### src/rtl/cache_mem_arbiter_pkg.sv
// Shared types for the cache-to-pmem arbiter.
//   lc3b_word      : byte address word
//   lc3b_c_line    : one cache line
//   lc3b_arb_state : arbiter FSM states
//   sat_inc        : saturating increment for the starvation counter
package cache_mem_arbiter_pkg;

    localparam int LC3B_WORD_W  = 16;
    localparam int LC3B_LINE_W  = 128;
    localparam int STARVE_CNT_W = 4;    // holds STARVE_LIMIT up to 15

    typedef logic [LC3B_WORD_W-1:0] lc3b_word;
    typedef logic [LC3B_LINE_W-1:0] lc3b_c_line;

    typedef enum logic [1:0] {
        arb_idle,
        arb_serve_i,
        arb_serve_d,
        arb_done
    } lc3b_arb_state;

    function automatic logic [STARVE_CNT_W-1:0] sat_inc(
        input logic [STARVE_CNT_W-1:0] val,
        input logic [STARVE_CNT_W-1:0] lim
    );
        return (val >= lim) ? lim : val + STARVE_CNT_W'(1);
    endfunction

endpackage

### src/rtl/cache_mem_arbiter_select.sv
// Combinational priority pick between the I-side and D-side line requests.
// D wins by default; I wins when it is alone or has been passed over
// STARVE_LIMIT times in a row.
//   i_req, d_req : pending requests
//   starve_cnt   : consecutive D grants taken while I was waiting
//   grant_i      : pick the I-cache
//   grant_d      : pick the D-cache (never together with grant_i)
module arbiter_select
    import cache_mem_arbiter_pkg::*;
#(
    parameter int STARVE_LIMIT = 4
) (
    input  logic                    i_req,
    input  logic                    d_req,
    input  logic [STARVE_CNT_W-1:0] starve_cnt,
    output logic                    grant_i,
    output logic                    grant_d
);

    localparam logic [STARVE_CNT_W-1:0] LIMIT = STARVE_CNT_W'(STARVE_LIMIT);

    always_comb begin
        grant_i = i_req && (!d_req || (starve_cnt == LIMIT));
        grant_d = d_req && !grant_i;
    end

endmodule

### src/rtl/cache_mem_arbiter.sv
// Shares the physical-memory line port between the I-cache miss path and the
// D-cache miss/writeback path. One requester is granted at a time; its
// address (and op/wdata for D) are latched and the completion pulse is
// steered back to that requester only. Read data is broadcast to both caches.
//
// Ports:
//   clk, reset_n                      : clock, async active-low reset
//   i_mem_read / i_mem_address        : I-cache line read request
//   i_mem_rdata / i_mem_resp          : line data and completion to I-cache
//   d_mem_read / d_mem_write          : D-cache read / writeback request
//   d_mem_address / d_mem_wdata       : D-cache address and writeback line
//   d_mem_rdata / d_mem_resp          : line data and completion to D-cache
//   pmem_read / pmem_write            : physical memory strobes
//   pmem_address / pmem_wdata         : physical memory address / write line
//   pmem_rdata / pmem_resp            : physical memory read line / completion
//
// state        | meaning
// -------------+--------------------------------------------------------
// arb_idle     | no strobes; arbitrate and latch the winner
// arb_serve_i  | pmem read for the I-cache until pmem_resp
// arb_serve_d  | pmem read or write for the D-cache until pmem_resp
// arb_done     | one-cycle turnaround so a not-yet-dropped request is not re-granted
module cache_mem_arbiter
    import cache_mem_arbiter_pkg::*;
#(
    parameter int ADDR_WIDTH   = 16,
    parameter int LINE_WIDTH   = 128,
    parameter int STARVE_LIMIT = 4
) (
    input  logic                  clk,
    input  logic                  reset_n,

    input  logic                  i_mem_read,
    input  logic [ADDR_WIDTH-1:0] i_mem_address,
    output logic [LINE_WIDTH-1:0] i_mem_rdata,
    output logic                  i_mem_resp,

    input  logic                  d_mem_read,
    input  logic                  d_mem_write,
    input  logic [ADDR_WIDTH-1:0] d_mem_address,
    input  logic [LINE_WIDTH-1:0] d_mem_wdata,
    output logic [LINE_WIDTH-1:0] d_mem_rdata,
    output logic                  d_mem_resp,

    output logic                  pmem_read,
    output logic                  pmem_write,
    output logic [ADDR_WIDTH-1:0] pmem_address,
    output logic [LINE_WIDTH-1:0] pmem_wdata,
    input  logic [LINE_WIDTH-1:0] pmem_rdata,
    input  logic                  pmem_resp
);

    localparam logic [STARVE_CNT_W-1:0] LIMIT = STARVE_CNT_W'(STARVE_LIMIT);

    lc3b_arb_state           state_q;
    lc3b_arb_state           state_d;
    logic [ADDR_WIDTH-1:0]   addr_q;
    logic [LINE_WIDTH-1:0]   wdata_q;
    logic                    op_write_q;
    logic [STARVE_CNT_W-1:0] starve_cnt_q;

    logic i_req;
    logic d_req;
    logic grant_i;
    logic grant_d;

    assign i_req = i_mem_read;
    assign d_req = d_mem_read || d_mem_write;

    arbiter_select #(
        .STARVE_LIMIT (STARVE_LIMIT)
    ) u_select (
        .i_req      (i_req),
        .d_req      (d_req),
        .starve_cnt (starve_cnt_q),
        .grant_i    (grant_i),
        .grant_d    (grant_d)
    );

    always_ff @(posedge clk or negedge reset_n) begin
        if (!reset_n) begin
            state_q      <= arb_idle;
            addr_q       <= '0;
            wdata_q      <= '0;
            op_write_q   <= 1'b0;
            starve_cnt_q <= '0;
        end else begin
            state_q <= state_d;
            if (state_q == arb_idle) begin
                if (grant_i) begin
                    addr_q       <= i_mem_address;
                    starve_cnt_q <= '0;
                end else if (grant_d) begin
                    addr_q     <= d_mem_address;
                    wdata_q    <= d_mem_wdata;
                    // a writeback wins over a read presented in the same cycle
                    op_write_q <= d_mem_write;
                    // only count D grants that actually made I wait
                    starve_cnt_q <= i_req ? sat_inc(starve_cnt_q, LIMIT) : '0;
                end
            end
        end
    end

    always_comb begin
        state_d = state_q;
        unique case (state_q)
            arb_idle: begin
                if (grant_i) begin
                    state_d = arb_serve_i;
                end else if (grant_d) begin
                    state_d = arb_serve_d;
                end
            end
            arb_serve_i,
            arb_serve_d: begin
                if (pmem_resp) begin
                    state_d = arb_done;
                end
            end
            arb_done: begin
                state_d = arb_idle;
            end
            default: begin
                state_d = arb_idle;
            end
        endcase
    end

    // Strobes are decoded from the state register alone, so an async reset
    // drops them immediately without waiting for clk.
    always_comb begin
        pmem_read  = (state_q == arb_serve_i) ||
                     ((state_q == arb_serve_d) && !op_write_q);
        pmem_write = (state_q == arb_serve_d) && op_write_q;
        i_mem_resp = (state_q == arb_serve_i) && pmem_resp;
        d_mem_resp = (state_q == arb_serve_d) && pmem_resp;
    end

    assign pmem_address = addr_q;
    assign pmem_wdata   = wdata_q;
    assign i_mem_rdata  = pmem_rdata;
    assign d_mem_rdata  = pmem_rdata;

endmodule

### config.mk
export PLATFORM = sky130hd
export DESIGN_NAME = cache_mem_arbiter
export DESIGN_NICKNAME = d
export VERILOG_FILES = /design/src/rtl/cache_mem_arbiter_pkg.sv /design/src/rtl/cache_mem_arbiter_select.sv /design/src/rtl/cache_mem_arbiter.sv
export SDC_FILE = /design/constraint.sdc
export NUM_CORES = 1
export LEC_CHECK = 0
export BUFFER_PORTS_ARGS = -buffer_cell sky130_fd_sc_hd__buf_2
export CAP_MARGIN = 20
export CORE_AREA = 2 2 270 272
export DETAILED_ROUTE_END_ITERATION = 10
export DIE_AREA = 0 0 272 274
export GPL_TIMING_DRIVEN = 0
export MAX_ROUTING_LAYER = met4
export SYNTH_ARGS = -nofsm -noshare
export SYNTH_HDL_FRONTEND = slang
export SYNTH_SLANG_ARGS = --single-unit
### constraint.sdc
create_clock -name clk -period 2.61 [get_ports clk]
set_input_delay 0.522 -clock clk [delete_from_list [all_inputs] [get_ports clk]]
set_output_delay 0.522 -clock clk [all_outputs]
set_load 0.005 [all_outputs]
==> summary.md <==
| Metric | Value |
|---|---|
| Outcome | `finished clean` |
| Vias in the first global route | `6446` |
| Root buf cell | `clkbuf_16` |
| CP max-delay cell | `clkbuf_1` |
| Initial antenna violation count | `14` |
| Worst hold start | `d_mem_wdata[21]` |
| Critical Path Fanout Max | `10` |
| FF+latch count, synth | `151` |
| Port buffer count | `569` |
| TritonCTS clock tree | `yes` |
| Avg Inst Size Synth | `12.0 um^2` |
| Core footprint | `72000 um^2` |
| Maximum clock rate | `424 MHz` |
| Critical path arrival | `2.63 ns` |
| Worst slew pin tran | `1.05 ns` |
| Min cycle time layout | `2.36 ns` |
| Num CTS Buffers | `17` |
| Post-Syn Area | `7970 um^2` |
| Final net count | `1558` |
| Post-CTS setup buffer count | `0` |
| Synth Net Count | `966` |
| Worst hold endpoint | `pmem_wdata[21]$_DFFE_PN0P_` |
| Reg clk slew, reported paths | `0.07 ns` |
| Gpl congestion | `0.902` |
| Initial Util | `11.1%` |
| Leak | `6.45 nW` |
| Reg2reg start | `state_q[0]$_DFFE_PN0P_` |
| First-pass GRT wire length | `46300 um` |
| Worst Setup SP | `state_q[0]$_DFFE_PN0P_` |
| Post-CTS sizing | `0` |
| Clk sinks | `151` |
| Commonest non-fill, non-tap cell in the layout | `buf_2` |
| H-tree levels | `4` |
| Layout Utilization | `17.7%` |
| Tcrit/Tclk final | `90.4%` |
| CP Class | `reg2reg` |
| Area share of the leading cell type in the synthesized netlist | `47.4%` |
| Worst r2r path cells | `6` |
| Crit Reg-Reg Endpoint | `pmem_address[0]$_DFFE_PN0P_` |
| Post-DP HPWL | `31000 um` |
| Die Y-Extent | `274 um` |
| Unrepaired setup endpoints after global routing | `no` |
| Final hold vios | `0` |
| Critical Path Max Stage Delay | `0.81 ns` |
| Synth cell types | `31` |
| First DRT Iteration DRCs | `175` |
| Via count | `6822` |
| Post-cts hold buffer count | `1` |
| Setup total negative slack | `0 ns` |
| Critical path capture point type | `register` |
| Hold WC Path Type | `in2reg` |
| Crit-path cells | `inv_1 -> ha_1 -> buf_2 -> o31a_1 -> clkbuf_1 -> a31oi_1` |
| Total power | `11.8 mW` |
| Drt pass-1 iters | `4` |
| Rel. slew slack | `30.2%` |
| Ports | `698` |
| Ranking of synthesized cells by area | `dfrtp_1 47%, buf_4 24%, mux2_2 18%, buf_6 2.0%, a31oi_1 1.3%` |
| Final setup fails | `0` |
| GRT overflow | `0` |
| Fin Hold WS | `0.284 ns` |
| Clock skew | `0.0194 ns` |
| Final ANT Viol Nets | `0` |
| All-Layer GR Usage | `9.41%` |
| Syn Inst Count | `667` |
| Buf+Inv Stages, Crit Path | `3` |
| Synth area leader | `dfrtp_1` |
| Pwr Density | `925 nW/um^2` |
| Family with the most delay on the worst path | `buffers and inverters` |
| IR drop worst, VDD | `494 uV` |
| Max_cap viols | `0` |
| Final wirelength | `35900 um` |
| Fill cells | `8014` |
| Hold Path Cell Cnt | `2` |
| Most frequent cells in the layout | `570 x buf_2, 256 x buf_4, 151 x dfrtp_1` |
| Synth-to-Final Area Change | `59.6%` |
| Remaining DRCs | `0` |
| R2r setup slk | `0.25 ns` |
| Die Area | `74500 um^2` |
| Layout cells sized above 1 | `79.1%` |
| Crit start category | `register` |
| Vias/cell | `3.04` |
| Synth warn | `0` |
| Req. time, crit path | `2.89 ns` |
| Bufs on Longest Clock Path | `2` |
| Register area share after synthesis | `47.4%` |
| Clock Latency Late Sink | `0.47 ns` |
| Die Wd | `272 um` |
| Row count | `99` |
| Final Max Tran Viols | `0` |
| Largest net degree at the start of global routing | `78` |
| DR WL/cell | `16.0 um` |
## layer usage
metal | vias up | global-route usage, % | wire [um]
met1 | 3179 | 8.39 | 11900
met4 | 0 | 4.14 | 959
met5 | - | - | 0
met2 | 420 | 16.5 | 18900
li1 | 3185 | - | -
met3 | 38 | 4.99 | 4210
## worst max-delay path by stage
stage	end	slack [ns]	depth (start not counted)
2_1_floorplan	pmem_wdata[0]$_DFFE_PN0P_	0.71	8
3_3_place_gp	pmem_address[14]$_DFFE_PN0P_	-1.55	1
3_5_place_dp	pmem_address[14]$_DFFE_PN0P_	0.02	6
4_1_cts	pmem_wdata[0]$_DFFE_PN0P_	0.18	8
5_1_grt	pmem_address[15]$_DFFE_PN0P_	0.11	6
6_report	pmem_address[0]$_DFFE_PN0P_	0.25	6
## worst register-to-register path, stage by stage, from the launching register on
cell	delay, ns
dfrtp_1	0.41
inv_1	0.09
ha_1	0.13
buf_2	0.16
o31a_1	0.40
clkbuf_1	0.81
a31oi_1	0.17
## cell type report
cell class / instances / area, um^2 / area share [%]
antenna: 13 / 32.5 / 0.256
timing repair buffer: 573 / 2920 / 23.0
clock buffer: 19 / 433 / 3.40
tap: 959 / 1200 / 9.43
inverter: 6 / 22.5 / 0.177
multi-input combinational: 230 / 2050 / 16.1
clock inverter: 12 / 166 / 1.31
buffer: 280 / 2120 / 16.7
sequential: 151 / 3780 / 29.7
## through the flow
stage / cell area (um^2) / worst slack, ns / instances
floorplan: 7970 / 0.713 / 667
global placement: 12000 / -1.55 / 2195
detailed placement: 12100 / 0.0204 / 2198
CTS: 12700 / 0.183 / 2230
global route: 12700 / 0.108 / 2241
finish: 12700 / 0.252 / 2243
## cells in the mapped netlist, drive strengths merged
library cell and count:
a211oi 2, nand4b 1, clkbuf 8, or3b 1
a22o 2, mux2 129, and2 3, a31oi 17
or3 3, a21oi 1, a32o 1, nor3 3
nor4 1, nand2b 1, o22ai 1, buf 272
o21ai 17, ha 5, o31a 1, nor2b 1
dfrtp 151, inv 6, a21o 1, nand2 3
nor3b 1, nor2 17, and4b 1, nand3 17
## power breakdown
group | switching (mW) | internal [mW]
registers | 0.545 | 3.55
logic | 2.29 | 2.78
clock network | 1.10 | 1.52
total | 3.93 | 7.84
## cells by family after synthesis
group	share of synthesized area, %
buffers and inverters	26.9
flip-flops	47.4
multiplexers	18.2
AND/OR/NAND/NOR	3.47
AO/OA/AOI/OAI	3.28
adder cells (fa/ha/maj)	0.785
## sequential cells by signal, indices dropped and copies added (netlist names)
name,count
pmem_wdata,128
pmem_address,16
starve_cnt_q,4
state_q,2
op_write_q,1
Note: power is estimated with default switching activity, not from simulation.
